`src/rtl/xadc_drp_sampler_if.sv`:
```
// xadc_drp_sampler_if: XADC DRP port, voltage/current AXIS sample streams and status.
interface xadc_drp_sampler_if #(parameter int DATA_WIDTH = 16);
  logic                  eos;
  logic [6:0]            drp_daddr;
  logic                  drp_den;
  logic                  drp_dwe;
  logic [DATA_WIDTH-1:0] drp_do;
  logic                  drp_drdy;
  logic [DATA_WIDTH-1:0] voltage_tdata;
  logic                  voltage_tvalid;
  logic                  voltage_tready;
  logic [DATA_WIDTH-1:0] current_tdata;
  logic                  current_tvalid;
  logic                  current_tready;
  logic                  busy;
  logic [7:0]            drop_count;
  logic [7:0]            overrun_count;
  logic                  timeout_error;
  modport master (
    input  eos, drp_do, drp_drdy, voltage_tready, current_tready,
    output drp_daddr, drp_den, drp_dwe, voltage_tdata, voltage_tvalid,
           current_tdata, current_tvalid, busy, drop_count, overrun_count, timeout_error
  );
  modport slave (
    output eos, drp_do, drp_drdy, voltage_tready, current_tready,
    input  drp_daddr, drp_den, drp_dwe, voltage_tdata, voltage_tvalid,
           current_tdata, current_tvalid, busy, drop_count, overrun_count, timeout_error
  );
endinterface

```
`src/rtl/xadc_drp_sampler.sv`:
```
// xadc_drp_sampler: on each XADC eos reads voltage then current over DRP into single-entry AXIS slots.
module xadc_drp_sampler #(
  parameter int         DATA_WIDTH       = 16,
  parameter logic [6:0] VOLTAGE_DRP_ADDR = 7'h13,
  parameter logic [6:0] CURRENT_DRP_ADDR = 7'h1B,
  parameter int         DRP_TIMEOUT      = 64
) (
  input logic clk,
  input logic reset,
  xadc_drp_sampler_if.master bus
);
  localparam int TW = $clog2(DRP_TIMEOUT);
  typedef enum logic [2:0] {IDLE, V_REQ, V_WAIT, C_REQ, C_WAIT} state_t;
  state_t                state;
  logic                  pending;
  logic [TW-1:0]         tcnt;
  logic [DATA_WIDTH-1:0] sample;
  logic                  waiting, done, cap_v, cap_c, free_v, free_c;
  assign sample    = bus.drp_do;
  assign waiting   = state == V_WAIT || state == C_WAIT;
  assign done      = waiting && (bus.drp_drdy || tcnt == TW'(DRP_TIMEOUT - 1));
  assign cap_v     = state == V_WAIT && bus.drp_drdy;
  assign cap_c     = state == C_WAIT && bus.drp_drdy;
  assign free_v    = !bus.voltage_tvalid || bus.voltage_tready;
  assign free_c    = !bus.current_tvalid || bus.current_tready;
  assign bus.drp_dwe = 1'b0;
  assign bus.busy    = state != IDLE;
  always_ff @(posedge clk) begin
    if (!reset) begin
      state              <= IDLE;
      pending            <= 1'b0;
      tcnt               <= '0;
      bus.drp_daddr      <= '0;
      bus.drp_den        <= 1'b0;
      bus.voltage_tdata  <= '0;
      bus.voltage_tvalid <= 1'b0;
      bus.current_tdata  <= '0;
      bus.current_tvalid <= 1'b0;
      bus.drop_count     <= '0;
      bus.overrun_count  <= '0;
      bus.timeout_error  <= 1'b0;
    end else begin
      bus.drp_den <= 1'b0;
      tcnt        <= (state == V_REQ || state == C_REQ) ? '0 : tcnt + 1'b1;
      if (bus.voltage_tready) bus.voltage_tvalid <= 1'b0;
      if (bus.current_tready) bus.current_tvalid <= 1'b0;
      if (cap_v && free_v) begin
        bus.voltage_tdata  <= sample;
        bus.voltage_tvalid <= 1'b1;
      end
      if (cap_c && free_c) begin
        bus.current_tdata  <= sample;
        bus.current_tvalid <= 1'b1;
      end
      if (((cap_v && !free_v) || (cap_c && !free_c)) && bus.drop_count != 8'hFF)
        bus.drop_count <= bus.drop_count + 8'd1;
      if (done && !bus.drp_drdy) bus.timeout_error <= 1'b1;
      // one eos is remembered while a sequence runs; further ones are overruns
      if (state != IDLE && bus.eos) begin
        if (!pending) pending <= 1'b1;
        else if (bus.overrun_count != 8'hFF) bus.overrun_count <= bus.overrun_count + 8'd1;
      end
      if (state == IDLE && (bus.eos || pending)) begin
        pending       <= 1'b0;
        state         <= V_REQ;
        bus.drp_den   <= 1'b1;
        bus.drp_daddr <= VOLTAGE_DRP_ADDR;
      end else if (state == V_REQ) state <= V_WAIT;
      else if (state == C_REQ) state <= C_WAIT;
      else if (done && state == V_WAIT) begin
        state         <= C_REQ;
        bus.drp_den   <= 1'b1;
        bus.drp_daddr <= CURRENT_DRP_ADDR;
      end else if (done) state <= IDLE;
    end
  end
endmodule

```
`src/flat_wrapper.sv`:
```
// flat-port wrapper written by rule: the top's interface ports become plain ports
module xadc_drp_sampler_flat 
#(
  parameter int         DATA_WIDTH       = 16,
  parameter logic [6:0] VOLTAGE_DRP_ADDR = 7'h13,
  parameter logic [6:0] CURRENT_DRP_ADDR = 7'h1B,
  parameter int         DRP_TIMEOUT      = 64
)
  (clk, reset, bus_eos, bus_drp_do, bus_drp_drdy, bus_voltage_tready, bus_current_tready, bus_drp_daddr, bus_drp_den, bus_drp_dwe, bus_voltage_tdata, bus_voltage_tvalid, bus_current_tdata, bus_current_tvalid, bus_busy, bus_drop_count, bus_overrun_count, bus_timeout_error);
  xadc_drp_sampler_if #(.DATA_WIDTH(DATA_WIDTH)) bus_i ();
  input logic clk;
  input logic reset;
  input wire logic [$bits(bus_i.eos)-1:0] bus_eos;
  input wire logic [$bits(bus_i.drp_do)-1:0] bus_drp_do;
  input wire logic [$bits(bus_i.drp_drdy)-1:0] bus_drp_drdy;
  input wire logic [$bits(bus_i.voltage_tready)-1:0] bus_voltage_tready;
  input wire logic [$bits(bus_i.current_tready)-1:0] bus_current_tready;
  output wire logic [$bits(bus_i.drp_daddr)-1:0] bus_drp_daddr;
  output wire logic [$bits(bus_i.drp_den)-1:0] bus_drp_den;
  output wire logic [$bits(bus_i.drp_dwe)-1:0] bus_drp_dwe;
  output wire logic [$bits(bus_i.voltage_tdata)-1:0] bus_voltage_tdata;
  output wire logic [$bits(bus_i.voltage_tvalid)-1:0] bus_voltage_tvalid;
  output wire logic [$bits(bus_i.current_tdata)-1:0] bus_current_tdata;
  output wire logic [$bits(bus_i.current_tvalid)-1:0] bus_current_tvalid;
  output wire logic [$bits(bus_i.busy)-1:0] bus_busy;
  output wire logic [$bits(bus_i.drop_count)-1:0] bus_drop_count;
  output wire logic [$bits(bus_i.overrun_count)-1:0] bus_overrun_count;
  output wire logic [$bits(bus_i.timeout_error)-1:0] bus_timeout_error;
  assign bus_i.eos = bus_eos;
  assign bus_i.drp_do = bus_drp_do;
  assign bus_i.drp_drdy = bus_drp_drdy;
  assign bus_i.voltage_tready = bus_voltage_tready;
  assign bus_i.current_tready = bus_current_tready;
  assign bus_drp_daddr = bus_i.drp_daddr;
  assign bus_drp_den = bus_i.drp_den;
  assign bus_drp_dwe = bus_i.drp_dwe;
  assign bus_voltage_tdata = bus_i.voltage_tdata;
  assign bus_voltage_tvalid = bus_i.voltage_tvalid;
  assign bus_current_tdata = bus_i.current_tdata;
  assign bus_current_tvalid = bus_i.current_tvalid;
  assign bus_busy = bus_i.busy;
  assign bus_drop_count = bus_i.drop_count;
  assign bus_overrun_count = bus_i.overrun_count;
  assign bus_timeout_error = bus_i.timeout_error;
  xadc_drp_sampler #(.DATA_WIDTH(DATA_WIDTH), .VOLTAGE_DRP_ADDR(VOLTAGE_DRP_ADDR), .CURRENT_DRP_ADDR(CURRENT_DRP_ADDR), .DRP_TIMEOUT(DRP_TIMEOUT)) u_core (.clk(clk), .reset(reset), .bus(bus_i));
endmodule
```
`config.mk`:
```
export PLATFORM = sky130hd
export DESIGN_NAME = xadc_drp_sampler_flat
export DESIGN_NICKNAME = d
export VERILOG_FILES = /design/src/rtl/xadc_drp_sampler_if.sv /design/src/rtl/xadc_drp_sampler.sv /design/src/flat_wrapper.sv
export SDC_FILE = /design/constraint.sdc
export NUM_CORES = 1
export LEC_CHECK = 0
export ABC_CLOCK_PERIOD_IN_PS = 1700
export BUFFER_PORTS_ARGS = -buffer_cell sky130_fd_sc_hd__buf_2
export CORE_MARGIN = 10
export CORE_UTILIZATION = 45
export DETAILED_ROUTE_END_ITERATION = 12
export GPL_TIMING_DRIVEN = 0
export PLACE_DENSITY = 0.73
export SYNTH_ARGS = -nofsm -noshare
export SYNTH_HDL_FRONTEND = slang
export SYNTH_SLANG_ARGS = --single-unit
```
`constraint.sdc`:
```
create_clock -name clk -period 1.7 [get_ports clk]
set_input_delay 0.17 -clock clk [delete_from_list [all_inputs] [get_ports clk]]
set_output_delay 0.17 -clock clk [all_outputs]
set_load 0.005 [all_outputs]
```
======== Word level (Yosys, flattened, before mapping) ========
Index checks and enable logic that the tools add are counted.
storage, ports and cells
  bits in registers ....................... 66
  input bits .............................. 22
  output and inout bits ................... 61
  logic and storage cells ................. 85
operators by class
  add/subtract/negate cells ............... 3
  eq/ne operators ......................... 9
  multiplexer cells ....................... 17
  bitwise logic cells ..................... 3
  reductions and logical operators ........ 38
operators with widths
  cell                   count
  $mux W5                4
  $add A8 B1 Y8 const B  2
  $ne A8 B8 Y1 const B   2
  $logic_and A1 B1 Y1    12
  $mux W1                9
  $mux W3                3
  $reduce_and A3 Y1      3
  $logic_or A1 B1 Y1     7
  $add A6 B1 Y6 const B  1
  $eq A3 B2 Y1 const B   2
  $eq A6 B6 Y1 const B   1
  $reduce_bool A2 Y1     3
  $reduce_bool A3 Y1     2
  $logic_not A1 Y1       5
  $reduce_bool A5 Y1     1
  $ne A2 B2 Y1 const B   2
  $reduce_bool A4 Y1     1
  $reduce_or A2 Y1       2
  $eq A3 B1 Y1 const B   1
  $eq A3 B3 Y1 const B   1
  $logic_not A3 Y1       1
  $not A1 Y1             3
  $reduce_or A3 Y1       1
  $mux W2                1

======== Longest topological paths before layout ========
  word-level depth ........................ 8
  mapped depth ............................ 7
  gate-level depth less buffers ........... 5

======== Least setup slack after synthesis ========
No wires, ideal clock.
  kind .................................... reg2reg
  from .................................... register u_core.state[2]
  to ...................................... register u_core.bus.overrun_count[1] (netlist bit)
  library setup time ...................... 128 ps
  arrival ................................. 1447 ps
  data required time ...................... 1572 ps
  slack ................................... 125 ps
  cell stages (with the launch flop) ...... 6
  path buffers ............................ 1
  period minus slack after synthesis ...... 1575 ps
  cells stage by stage .................... dfxtp_1 buf_6 o311ai_1 a21o_2 mux2i_1 nor2_1
between the ends
  longest elaborated chain between the ends .. 3
ends and longest elaborated chain
  element                             line                       source
  from (decl)                         xadc_drp_sampler.sv:14     state_t state;
  from (signal assigned)              xadc_drp_sampler.sv:30     state <= IDLE;
  from (signal assigned)              xadc_drp_sampler.sv:65     state <= V_REQ;
  from (signal assigned)              xadc_drp_sampler.sv:68     end else if (state == V_REQ) state <= V_WAIT;
  $reduce_bool A3 Y1                  xadc_drp_sampler.sv:59     if (state != IDLE && bus.eos) begin
  $logic_and A1 B1 Y1                 xadc_drp_sampler.sv:59
  $reduce_and A3 Y1 (no source line)  -
  to (signal assigned)                xadc_drp_sampler.sv:61     else if (bus.overrun_count != 8'hFF) bus.overrun_count <= bus.overrun_count + 8'd1;
  to (decl)                           xadc_drp_sampler_if.sv:22  current_tdata, current_tvalid, busy, drop_count, overrun_count, timeout_error
Every way passes these cells.
A chain may end at the register's enable or synchronous reset.

======== Worst setup path after layout ========
  from .................................... register u_core.state[0]
  to ...................................... register u_core.bus.drop_count[5] (netlist bit)
between the ends
  longest elaborated chain between the ends .. 5
  elaborated cells on any way between the ends .. 8
  classes of those cells .................. 2 x eq/ne; 6 x reduce/logical
ends and longest elaborated chain
  element                                              line                                            source
  $eq A3 B2 Y1 / $eq A3 B3 Y1 (equally long branches)  xadc_drp_sampler.sv:22, xadc_drp_sampler.sv:23
  $logic_and A1 B1 Y1, on equally long branches        xadc_drp_sampler.sv:22, xadc_drp_sampler.sv:23
  $logic_and A1 B1 Y1                                  xadc_drp_sampler.sv:55                          if (((cap_v && !free_v) || (cap_c && !free_c)) && bus.drop_count != 8'hFF)
  $logic_or A1 B1 Y1 *                                 xadc_drp_sampler.sv:55
  $logic_and A1 B1 Y1 *                                xadc_drp_sampler.sv:55
  to (signal assigned)                                 xadc_drp_sampler.sv:56                          bus.drop_count <= bus.drop_count + 8'd1;
  to (decl)                                            xadc_drp_sampler_if.sv:22
Every way passes the cells marked *; elsewhere a longest branch is shown, timed or not.

==> results_dict.tcl <==
set metrics [dict create \
    status "completed" \
    syn_inst 272 \
    setup_tns_ps 0 \
    synth-edff-count 0 \
    cts_hold_buf 0 \
    async_reset_ff_frac 0 \
    ys_top_cells_by_area "dfxtp_1, mux2i_1, nor2_1, buf_4, xor2_1" \
    power_leakage_nw 1.75 \
    die_x_microns 96.6 \
    register_area_sq_um 1280 \
    dp.final_hpwl_microns 4840 \
    via_per_inst 5.05 \
    start_util 0.471 \
    track_usage 0.143 \
    dpl-instance-area_sq_um 3130 \
    clock_skew_ps 8.32 \
    required_ps 1900 \
    drt_first_pass_iters 4 \
    grt_max_degree 12 \
    drc 0 \
    slowest_stage "and4bb_2" \
    sw_frac_of_total 0.271 \
    cts-root-buf "clkbuf_8" \
    final_area_sq_um 3420 \
    internal-power_w 0.00278 \
    fin_crit_sh 0.965 \
    multi_input_area_sq_um 1270 \
    critical_path_buf_inv_count 2 \
    power.density_nw_per_um2 1120 \
    cts.htree.levels 3 \
    timing.final.crit_period_ps 1640 \
    grt_pass1_wl_microns 10500 \
    area_delta_synth_final_pct 29.4 \
    ys_ff_latch 64 \
    rows 27 \
    setup_viol 0 \
    vias 2229 \
    fin_nets 389 \
    cp_top_family "compound AO/OA/AOI/OAI gates" \
    ir_drop_v 0.000519 \
    yosysSeqAreaShare 0.485 \
    nFillCells 519 \
    slew_headroom 0.568 \
    cts_tree "yes" \
    synth_warnings 0 \
    dieHeight_microns 96.6 \
    maxSlewViolCount 0 \
    rsz0062_at_grt "true" \
    critPathArrivalTime_ps 1840 \
    endpoint_kind "flop" \
    drtIter0Drc 116 \
    place_congestion 0.790 \
    syn_area_per_cell_sq_um 9.71 \
    grt_overflow_total 0 \
    rrSetupSlack_ps 60 \
    crit_type "flop to flop" \
    p_comb_frac 0.204 \
    grt_pass1_vias 2176 \
    cp_num_cells 6 \
    cpPeakStageDelay_ps 330 \
    drive_above_1_share 0.331 \
    startpoint_type "flop" \
    path_clk_slew_ps 70 \
    port_buffers 78 \
    diodes 0 \
    yosysMostFrequentCell "dfxtp_1" \
    ios 83 \
    pwr-share-clk 0.346 \
    p_switching_w 0.00103 \
    ctsLongestPathBuffers 2 \
    yosysTopAreaCellShare 0.485 \
    synthTopCellsByCount "dfxtp_1, nor2_1, mux2i_1" \
    routedWlPerCell_microns 14.7 \
    hold_viol 0 \
    clk_latency_ps 340 \
    yosys.area.top_type "dfxtp_1" \
    die_area_sq_um 9330 \
    max_freq_mhz 610 \
    core_area_sq_um 5610 \
    hp-class "primary input to flop" \
    cts_setup_buffers 0 \
    numCtsBuffers 9 \
    crit_path_cell_trace "buf_6 > and4bb_2 > a22oi_2 > buf_6 > o41ai_4 > a21oi_1" \
    synth_cell_types 42 \
    drt.antenna.violating_nets 0 \
    wl_microns 6500 \
    worst_pin_slew_ps 647 \
    synth_area_sq_um 2640 \
    min_path_cells 3 \
    antenna_found_initial 0 \
    crit_top_cell "buf_6" \
    seqPwrFrac 0.450 \
    max_cap_violations 0 \
    ys.flop_type "dfxtp_1" \
    r2r_cells 6 \
    clock_sinks 64 \
    crit_fanout 10 \
]
placed cells by master (no fill, tap or decap), drive strengths merged, types with 4 or more instances in the layout:
cell    count
nor2       52
clkbuf     17
or4         4
nand2b      6
nand3      10
nor3        4
buf        93
inv         4
xnor2       4
xor2        6
mux2i      34
nand2       8
o21ai       4
a21oi       7
conb        4
dfxtp      64
o41ai       5
power groups by stage:
| stage | combinational (W) | clock [W] | sequential, W |
|---|---|---|---|
| final | 0.000780 | 0.00132 | 0.00171 |
| after global routing | 0.000878 | 0.00142 | 0.00173 |
| after CTS | 0.000786 | 0.00136 | 0.00171 |
| after global placement | 0.000758 | 0 | 0.00173 |
| after detailed placement | 0.000771 | 0 | 0.00174 |
| after floorplan | 0.000512 | 0 | 0.00174 |
worst register-to-register path, cell delays in order (launching register included):
cell	delay (ps)
dfxtp_2	320
buf_6	130
and4bb_2	330
a22oi_2	130
buf_6	180
o41ai_4	320
a21oi_1	90
kinds of logic after synthesis:
logic type	count (synthesis)	synth area share
other	1	0.00142
AO/OA/AOI/OAI	34	0.0953
AND/OR/NAND/NOR	101	0.185
multiplexers	34	0.129
adder cells (fa/ha/maj)	3	0.0142
buffers and inverters	25	0.0569
flip-flops	64	0.485
XOR/XNOR	10	0.0332
flip-flops by register name (all words and copies together), names as in the netlist:
signal and cells:
u_core.tcnt 6, u_core.bus.drp_den 1, u_core.pending 1, u_core.state 3, u_core.bus.voltage_tvalid 1, u_core.bus.overrun_count 8
u_core.bus.drop_count 8, u_core.bus.timeout_error 1, u_core.bus.current_tvalid 1, u_core.bus.voltage_tdata 16, u_core.bus.drp_daddr 2, u_core.bus.current_tdata 16
path summary, 6_finish.rpt:
kind                                              startpoint                                   endpoint
worst max-delay path            u_core.state[0]$_SDFFE_PN0P_      u_core.bus.drop_count[5]$_SDFFE_PN0P_
worst min-delay path                          bus_drp_do[11]  u_core.bus.voltage_tdata[11]$_SDFFE_PN0P_
worst max register to register  u_core.state[0]$_SDFFE_PN0P_      u_core.bus.drop_count[5]$_SDFFE_PN0P_
worst min register to register     u_core.tcnt[0]$_SDFF_PP0_                  u_core.tcnt[0]$_SDFF_PP0_
repair_timing:
item / in CTS / in global routing
resized for setup: 5 / 20
cloned: 0 / 0
setup endpoints to repair: 16 / 29
pin swaps: 0 / 5
through the flow:
step	hold slack (ps)	setup WS, ps	total power [W]	util	instances
after floorplan	309	125	0.00225	-	275
after global placement	417	-130	0.00249	0.558	425
after detailed placement	427	-132	0.00251	0.558	425
after CTS	69.7	7.81	0.00386	0.599	441
after global routing	90.6	-50.9	0.00403	0.609	441
final	80.0	60.2	0.00381	0.609	441
per-layer routing:
| layer | global-route usage | routed length (microns) |
|---|---|---|
| met5 | 0 | 0 |
| met4 | 0.0787 | 69 |
| met3 | 0.0493 | 581 |
| met2 | 0.219 | 3100 |
| met1 | 0.174 | 2750 |
cell type report:
cell class                 instances  share of cell area
timing repair buffer              78               0.114
clock inverter                     5              0.0161
clock buffer                      11              0.0443
inverter                           4             0.00440
tap                               72              0.0264
buffer                            21              0.0476
sequential                        64               0.376
multi-input combinational        186               0.371
Note: power is estimated with default switching activity, not from simulation.
